--- config.mk ---
export PLATFORM = sky130hd
export DESIGN_NAME = sram_port_arbiter
export DESIGN_NICKNAME = d
export VERILOG_FILES = /design/src/rtl/sram_port_arbiter.sv
export SDC_FILE = /design/constraint.sdc
export NUM_CORES = 1
export LEC_CHECK = 0
export CORE_AREA = 3 3 145 147
export DETAILED_ROUTE_END_ITERATION = 8
export DIE_AREA = 0 0 148 150
export GPL_TIMING_DRIVEN = 0
export SLEW_MARGIN = 20
export SYNTH_ARGS = -nofsm -noshare
export SYNTH_HDL_FRONTEND = slang
export SYNTH_SLANG_ARGS = --single-unit
--- constraint.sdc ---
create_clock -name wb_clk_i -period 2.6 [get_ports wb_clk_i]
set_input_delay 0.39 -clock wb_clk_i [delete_from_list [all_inputs] [get_ports wb_clk_i]]
set_output_delay 0.39 -clock wb_clk_i [all_outputs]
set_load 0.05 [all_outputs]
--- src/rtl/sram_port_arbiter.sv ---
// sram_port_arbiter: round-robin arbiter sequencing Wishbone and req/gnt accesses onto SRAM port 0
module sram_port_arbiter #(
  parameter logic [31:0] BASE_ADDR = 32'h3000_0000
) (
  input  logic        wb_clk_i,
  input  logic        wb_rst_n_i,
  input  logic        wbs_stb_i,
  input  logic        wbs_cyc_i,
  input  logic        wbs_we_i,
  input  logic [3:0]  wbs_sel_i,
  input  logic [31:0] wbs_adr_i,
  input  logic [31:0] wbs_dat_i,
  output logic        wbs_ack_o,
  output logic [31:0] wbs_dat_o,
  input  logic        b_req,
  input  logic        b_we,
  input  logic [7:0]  b_addr,
  input  logic [31:0] b_wdata,
  input  logic [3:0]  b_wmask,
  output logic        b_gnt,
  output logic        b_rvalid,
  output logic [31:0] b_rdata,
  output logic        sram_csb0,
  output logic        sram_web0,
  output logic [3:0]  sram_wmask0,
  output logic [7:0]  sram_addr0,
  output logic [31:0] sram_din0,
  input  logic [31:0] sram_dout0
);
  typedef enum logic [1:0] {IDLE, CMD, WAIT, DONE} state_t;
  state_t      r_state;
  logic        r_owner_b;
  logic        r_last_b;
  logic        r_we;
  logic [7:0]  r_addr;
  logic [3:0]  r_mask;
  logic [31:0] r_din;
  logic [31:0] r_wb_dat;
  logic [31:0] r_b_rdata;
  logic        w_a_req;
  logic        w_b_win;
  logic        w_unused;
  assign w_a_req  = wbs_cyc_i & wbs_stb_i & (wbs_adr_i[31:10] == BASE_ADDR[31:10]);
  assign w_b_win  = b_req & (~w_a_req | ~r_last_b);
  assign w_unused = ^wbs_adr_i[1:0];
  always_ff @(posedge wb_clk_i or negedge wb_rst_n_i) begin
    if (!wb_rst_n_i) begin
      r_state   <= IDLE;
      r_owner_b <= 1'b0;
      r_last_b  <= 1'b1;
      r_we      <= 1'b0;
      r_addr    <= '0;
      r_mask    <= '0;
      r_din     <= '0;
      r_wb_dat  <= '0;
      r_b_rdata <= '0;
    end else begin
      case (r_state)
        IDLE: if (w_a_req | b_req) begin
          r_state   <= CMD;
          r_owner_b <= w_b_win;
          r_last_b  <= w_b_win;
          r_we      <= w_b_win ? b_we : wbs_we_i;
          r_addr    <= w_b_win ? b_addr : wbs_adr_i[9:2];
          r_mask    <= w_b_win ? b_wmask : wbs_sel_i;
          r_din     <= w_b_win ? b_wdata : wbs_dat_i;
        end
        CMD: r_state <= r_we ? DONE : WAIT;
        WAIT: begin
          r_state <= DONE;
          if (r_owner_b) r_b_rdata <= sram_dout0;
          else r_wb_dat <= sram_dout0;
        end
        default: r_state <= IDLE;
      endcase
    end
  end
  assign sram_csb0   = r_state != CMD;
  assign sram_web0   = ~((r_state == CMD) & r_we);
  assign sram_wmask0 = r_mask;
  assign sram_addr0  = r_addr;
  assign sram_din0   = r_din;
  assign wbs_dat_o   = r_wb_dat;
  assign b_rdata     = r_b_rdata;
  assign wbs_ack_o   = (r_state == DONE) & ~r_owner_b & wbs_cyc_i & wbs_stb_i;
  assign b_rvalid    = (r_state == DONE) & r_owner_b & ~r_we;
  assign b_gnt       = wb_rst_n_i & (r_state == IDLE) & w_b_win;
endmodule

==> metrics, run 1 <==
status=finished, final reports clean; Cell Area, Synth=4908 um2; Vias=4,277; dpl hpwl=12,480 um; Yosys Warn Count=0; Max clock buf depth=2; CP Data Required Time=2.21 ns; antenna-violating nets left=0; Worst EP arrival=2.10 ns; Synth top cells by count=112 x dfrtp_1, 66 x mux2_2, 49 x nor2_1; met2 wire length=7960 um; critical path type=in -> out; met3 WL=1487 um; Synth Area per Inst=12.85 um2; DRC viols=0; Reg clk slew, reported paths=0.06 ns; wl on met1=6654 um; CTS Root Buffer Type=clkbuf_16; LEAKAGE=3.396 nW; clock sink count=113; largest area contributor in the netlist=dfrtp_1; PnR worst setup slack=0.1109 ns; core area=20,040 um2; share of flip-flops with an asynchronous set or reset=1.000; IO buf count=261; gr usage total=0.1452; EDFF count, synth=0; fin cells=946; placed cell count=914; crit path cell chain=clkdlybuf4s50_1 > nor4bb_1 > nand4_1 > buf_4 > clkbuf_4 > nor2_2 > nor3b_2 > clkbuf_4; CP endpoint kind=primary output; Final Hold Vio Count=0; H-tree depth=4; fillers=1,891; Slowest-stage cell, CP=clkdlybuf4s50_1; Clock Skews=0.01233 ns; DRT Wirelength=16,370 um; DR iter-0 viols=114; Final Max Slew Viols=0; Vias/cell=4.521; Final nets=819; Max-slew headroom=0.5928; Post-Place Worst Slack=-0.8941 ns; global-route wire length before repair=25,350 um; DR pass1 iterations=6; Placer Congestion=0.7503; die area=22,200 um2; Mapped Cells=382; I/O Pins=264; Worst Hold Class=reg -> reg; total CTS buffers=17; clk_lat worst skew=0.41 ns; Area Growth Syn to Fin=75.38%; initial antenna violation count=0; Routed WL per cell=17.31 um; crit share post-route=0.9573; ys flop type=dfrtp_1; Max FO, Critical Path=19; Startpoint Class=input port; Max IR drop VDD=0.5619 mV; max-cap viol count=0; setup violators final=0; flop and latch count out of synthesis=113; share of cells above drive strength 1=0.1953; Synth top area share=0.5710; vias in the first global route=4,699; total power draw=12.54 mW; top layer reached by signal wires=met4; initial core utilization=0.2449; Slowest Stage Delay on Critical Path=0.46 ns; post-layout min period=2.489 ns; Die X=148 um; maximum clock frequency=401.8 MHz; post-synth net total=538; CP dominant cell by count=clkbuf_4; largest net degree at the start of global routing=62; CTS tree=done; most frequent cell after synthesis=dfrtp_1; Vert. Die Dim=150 um; diode count=0; Hold Crit Depth=1; distinct cell type count after synthesis=28; Power Density=1456 nW/um2; Worst-Margin Slew=0.6108 ns; sequential area share after synthesis=0.5763; num rows=52; ranking of synthesized cells by area=dfrtp_1 57%, mux2_2 15%, o221a_1 9.2%; Overflow after GRT=0; Reg2Reg Depth=6
cells in the final DEF, fill, tap and decap left out, types with 6 or more instances in the layout:
cell             instances
clkdlybuf4s50_1        259
dfrtp_1                112
mux2_2                  66
nor2_1                  48
o21ai_0                 48
o221a_1                 40
clkbuf_16               17
clkbuf_1                 8
buf_2                    7
buf_1                    6
timing repair:
| item | in CTS | in global routing |
|---|---|---|
| buffers inserted | 2 | 0 |
| pin swaps | 1 | 0 |
| resized for setup | 10 | 7 |
| endpoints found under the hold margin | 51 | 0 |
| hold buffers | 1 | 0 |
| setup endpoints to repair | 12 | 35 |
per-layer routing:
metal  global-route usage  up-vias
met3              0.06027       24
li1                     -     1985
met2               0.2412      188
met1               0.1691     2080
met4              0.05173        0
met5                    0        -
registers in the layout, indices dropped and copies added, names as in the netlist:
| register | cells |
|---|---|
| sram_din0 | 32 |
| r_state | 2 |
| r_we | 1 |
| b_rdata | 32 |
| r_last_b | 1 |
| sram_wmask0 | 4 |
| sram_addr0 | 8 |
| r_owner_b | 1 |
| wbs_dat_o | 32 |
worst max-delay path, delay by kind of cell:
kind                   cells  cell delay, ns
buffers and inverters      4            1.05
and+or+nand+nor            4            0.63
where the power goes:
part           internal [mW]  switching, mW  total (mW)
registers               2.65          0.505        3.15
logic                   2.56           4.23        6.79
clock network           1.72          0.874        2.59
logic make-up (layout without fill, tap and decap cells):
logic type	count (synthesis)	count (layout)	synth area share
AO/OA/AOI/OAI	97	97	0.1593
adder cells (fa/ha/maj)	5	5	0.01275
AND/OR/NAND/NOR	67	67	0.06526
flip-flops	113	113	0.5763
multiplexers	66	66	0.1514
buffers and inverters	34	328	0.03492
final timing paths:
check	startpoint	end	slack (ns)
max in group asynchronous	wb_rst_n_i	wbs_dat_o[3]$_DFFE_PN0P_	1.40
min	wbs_dat_o[11]$_DFFE_PN0P_	wbs_dat_o[11]$_DFFE_PN0P_	0.50
max reg2reg	r_state[0]$_DFFE_PN0P_	wbs_dat_o[1]$_DFFE_PN0P_	0.44
min in group asynchronous	wb_rst_n_i	wbs_dat_o[22]$_DFFE_PN0P_	0.52
min reg2reg	wbs_dat_o[11]$_DFFE_PN0P_	wbs_dat_o[11]$_DFFE_PN0P_	0.50
max	wbs_adr_i[28]	b_gnt	0.11
per-stage QoR:
stage                TNS [ns]  area, um2  hold WS (ns)    util
floorplan                   0       4913       0.09441       -
global placement      -380.56       7864        0.4863  0.3924
detailed placement     -18.12       7893        0.3793  0.3939
CTS                         0       8582        0.5057  0.4283
global route        -0.001393       8608        0.5171  0.4296
finish                      0       8608        0.5022  0.4296
final cells by class:
class	instances	area (um2)	area share
buffer	27	151.4	0.01759
clock buffer	18	429.2	0.04985
clock inverter	14	230.2	0.02674
inverter	4	15.01	0.001744
multi-input combinational	235	1952	0.2267
sequential	113	2829	0.3286
tap	270	337.8	0.03924
timing repair buffer	265	2664	0.3094
(Power assumes the default switching activity.)
==> run 2: changes to the inputs <==
--- a/config.mk
+++ b/config.mk
@@ -5,10 +5,12 @@
 export SDC_FILE = /design/constraint.sdc
 export NUM_CORES = 1
 export LEC_CHECK = 0
-export CORE_AREA = 3 3 145 147
+export CAP_MARGIN = 20
+export CORE_AREA = 3 3 128 130
 export DETAILED_ROUTE_END_ITERATION = 8
-export DIE_AREA = 0 0 148 150
+export DIE_AREA = 0 0 131 133
 export GPL_TIMING_DRIVEN = 0
+export PLACE_DENSITY = 0.67
 export SLEW_MARGIN = 20
 export SYNTH_ARGS = -nofsm -noshare
 export SYNTH_HDL_FRONTEND = slang
==> run 2 against run 1 <==
  * Global-route usage rose by 3.9 points
  * Final cell count down 6.3%
  * Utilization is 13 points higher
  * Clock-buffer cell count rose by 2
  * Die area is 22% lower
  * Design area shrank 1.6%
  * Sequential power is essentially flat
  * Via count up 0.75%
  * Largest cell class unchanged
  * Largest power group unchanged
==> metrics, run 2 (same netlist as run 1, synthesis figures left out) <==
Final Max Slew Viols=0; H-tree depth=4; Routed WL per cell=18.48 um; crit path cell chain=clkdlybuf4s50_1 > nor4_4 > nand4_1 > buf_4 > buf_2 > nor2_2 > nor3b_2 > clkbuf_4; Final Hold Vio Count=0; Slowest Stage Delay on Critical Path=0.44 ns; Buf+Inv Stages, Crit Path=4; Slowest-stage cell, CP=clkdlybuf4s50_1; placed cell count=855; setup violators final=0; Largest delay share family, worst path=buffers and inverters; initial antenna violation count=0; CP endpoint kind=primary output; met3 WL=1583 um; antenna-violating nets left=0; register area=2829 um2; R2R Path Start=r_state[0]$_DFFE_PN0P_; reg-to-reg slack, setup=0.45 ns; PnR worst setup slack=0.008990 ns; num rows=45; fillers=1,289; Vias/cell=4.863; Max FO, Critical Path=19; Vert. Die Dim=133 um; Post-DP Area=7819 um2; most frequent cells in the layout=259 x clkdlybuf4s50_1, 112 x dfrtp_1, 66 x mux2_2; Reg clk slew, reported paths=0.05 ns; LEAKAGE=3.371 nW; post-layout min period=2.591 ns; largest net degree at the start of global routing=69; Clock Skews=0.008024 ns; top layer reached by signal wires=met4; RSZ-0062 raised after global routing=yes; crit share post-route=0.9965; initial core utilization=0.3217; Final nets=820; Die X=131 um; Overflow after GRT=0; global-route wire length before repair=24,690 um; maximum clock frequency=386.0 MHz; share of cells above drive strength 1=0.1926; fin cells=886; Area Growth Syn to Fin=72.62%; Max clock buf depth=2; wl on met1=6694 um; Min Hold Slack=0.4790 ns; Reg2Reg Depth=8; area occupied by multi-input gates=1976 um2; Startpoint Class=input port; DRT Wirelength=16,370 um; CTS Root Buffer Type=clkbuf_16; die area=17,420 um2; Placer Congestion=0.8078; clk_lat worst skew=0.41 ns; CP Depth=8; Critical R2R Capture=sram_addr0[6]$_DFFE_PN0P_; Worst-Margin Slew=0.6058 ns; Post-Place Worst Slack=-1.100 ns; total power draw=12.21 mW; Worst Hold Class=in -> async; Vias=4,309; critical path type=in -> out; status=finished, final reports clean; total CTS buffers=17; DRC viols=0; IO buf count=261; Power Density=1441 nW/um2; Worst EP arrival=2.20 ns; vias in the first global route=4,570; diode count=0; dpl hpwl=12,380 um; Finished Cell Area=8473 um2; CTS tree=done; Max IR drop VDD=0.5925 mV; CP Data Required Time=2.21 ns; CP startpoint=wbs_adr_i[15]; Max-slew headroom=0.5962; I/O Pins=264; DR pass1 iterations=4; clock sink count=113; commonest non-fill, non-tap cell in the layout=clkdlybuf4s50_1; core area=15,260 um2; gr usage total=0.1842; met2 wire length=7815 um; DR iter-0 viols=132; max-cap viol count=0
## run 2: cell types whose count changed in the layout (fill, tap and decap cells not counted), moves of 2 or more
cell,delta
inv_6,-2
clkbuf_8,+2
clkinv_4,-3
nor4_2,-2
clkinv_2,+4
nor4_4,+2
bufinv_16,-3
## run 2: worst max path at each step
stage	endpoint	slack (ns)
4_1_cts	b_gnt	0.02
6_report	b_gnt	0.009
3_3_place_gp	b_gnt	-3.93
3_5_place_dp	b_gnt	-1.10
5_1_grt	b_gnt	-0.04
2_1_floorplan	b_gnt	0.34
## run 2: power by group
group          leakage [nW]  total, mW  switching, mW  internal [mW]
clock network         0.277       2.24          0.795           1.44
logic                  1.77       6.82           4.26           2.56
registers              1.32       3.15          0.507           2.65
total                  3.37       12.2           5.56           6.65
## run 2: stage by stage
step	utilization	setup TNS, ns
6_report	0.5553	0
5_1_grt	0.5553	-0.03534
4_1_cts	0.5546	0
3_5_place_dp	0.5124	-23.06
3_3_place_gp	0.5105	-391.99
2_1_floorplan	-	0
## run 2: final cells by class
cell class,count,area share
sequential,113,0.3339
inverter,4,0.001772
clock buffer,20,0.05390
buffer,27,0.01757
clock inverter,10,0.01329
multi-input combinational,235,0.2332
tap,211,0.03116
timing repair buffer,266,0.3153
## run 2: repair_timing
action | CTS | global route
hold endpoints to repair | 44 | 0
gates resized for setup | 15 | 3
pin swaps | 2 | 0
hold buffers | 1 | 0
setup buffers | 3 | 0
endpoints found under the setup margin | 41 | 41
## run 2: layer usage
layer  track usage  vias to the layer above
li1              -                     1986
met1        0.2225                     2088
met2        0.2985                      215
met3       0.07025                       20
met4       0.06400                        0
met5             0                        -
==> run 3: changes to the inputs <==
--- a/config.mk
+++ b/config.mk
@@ -5,6 +5,8 @@
 export SDC_FILE = /design/constraint.sdc
 export NUM_CORES = 1
 export LEC_CHECK = 0
+export ABC_AREA = 0
+export ABC_CLOCK_PERIOD_IN_PS = 2600
 export CAP_MARGIN = 20
 export CORE_AREA = 3 3 128 130
 export DETAILED_ROUTE_END_ITERATION = 8
==> results of run 3 <==
Final layout, timing and power as in run 2 (identical DEF).
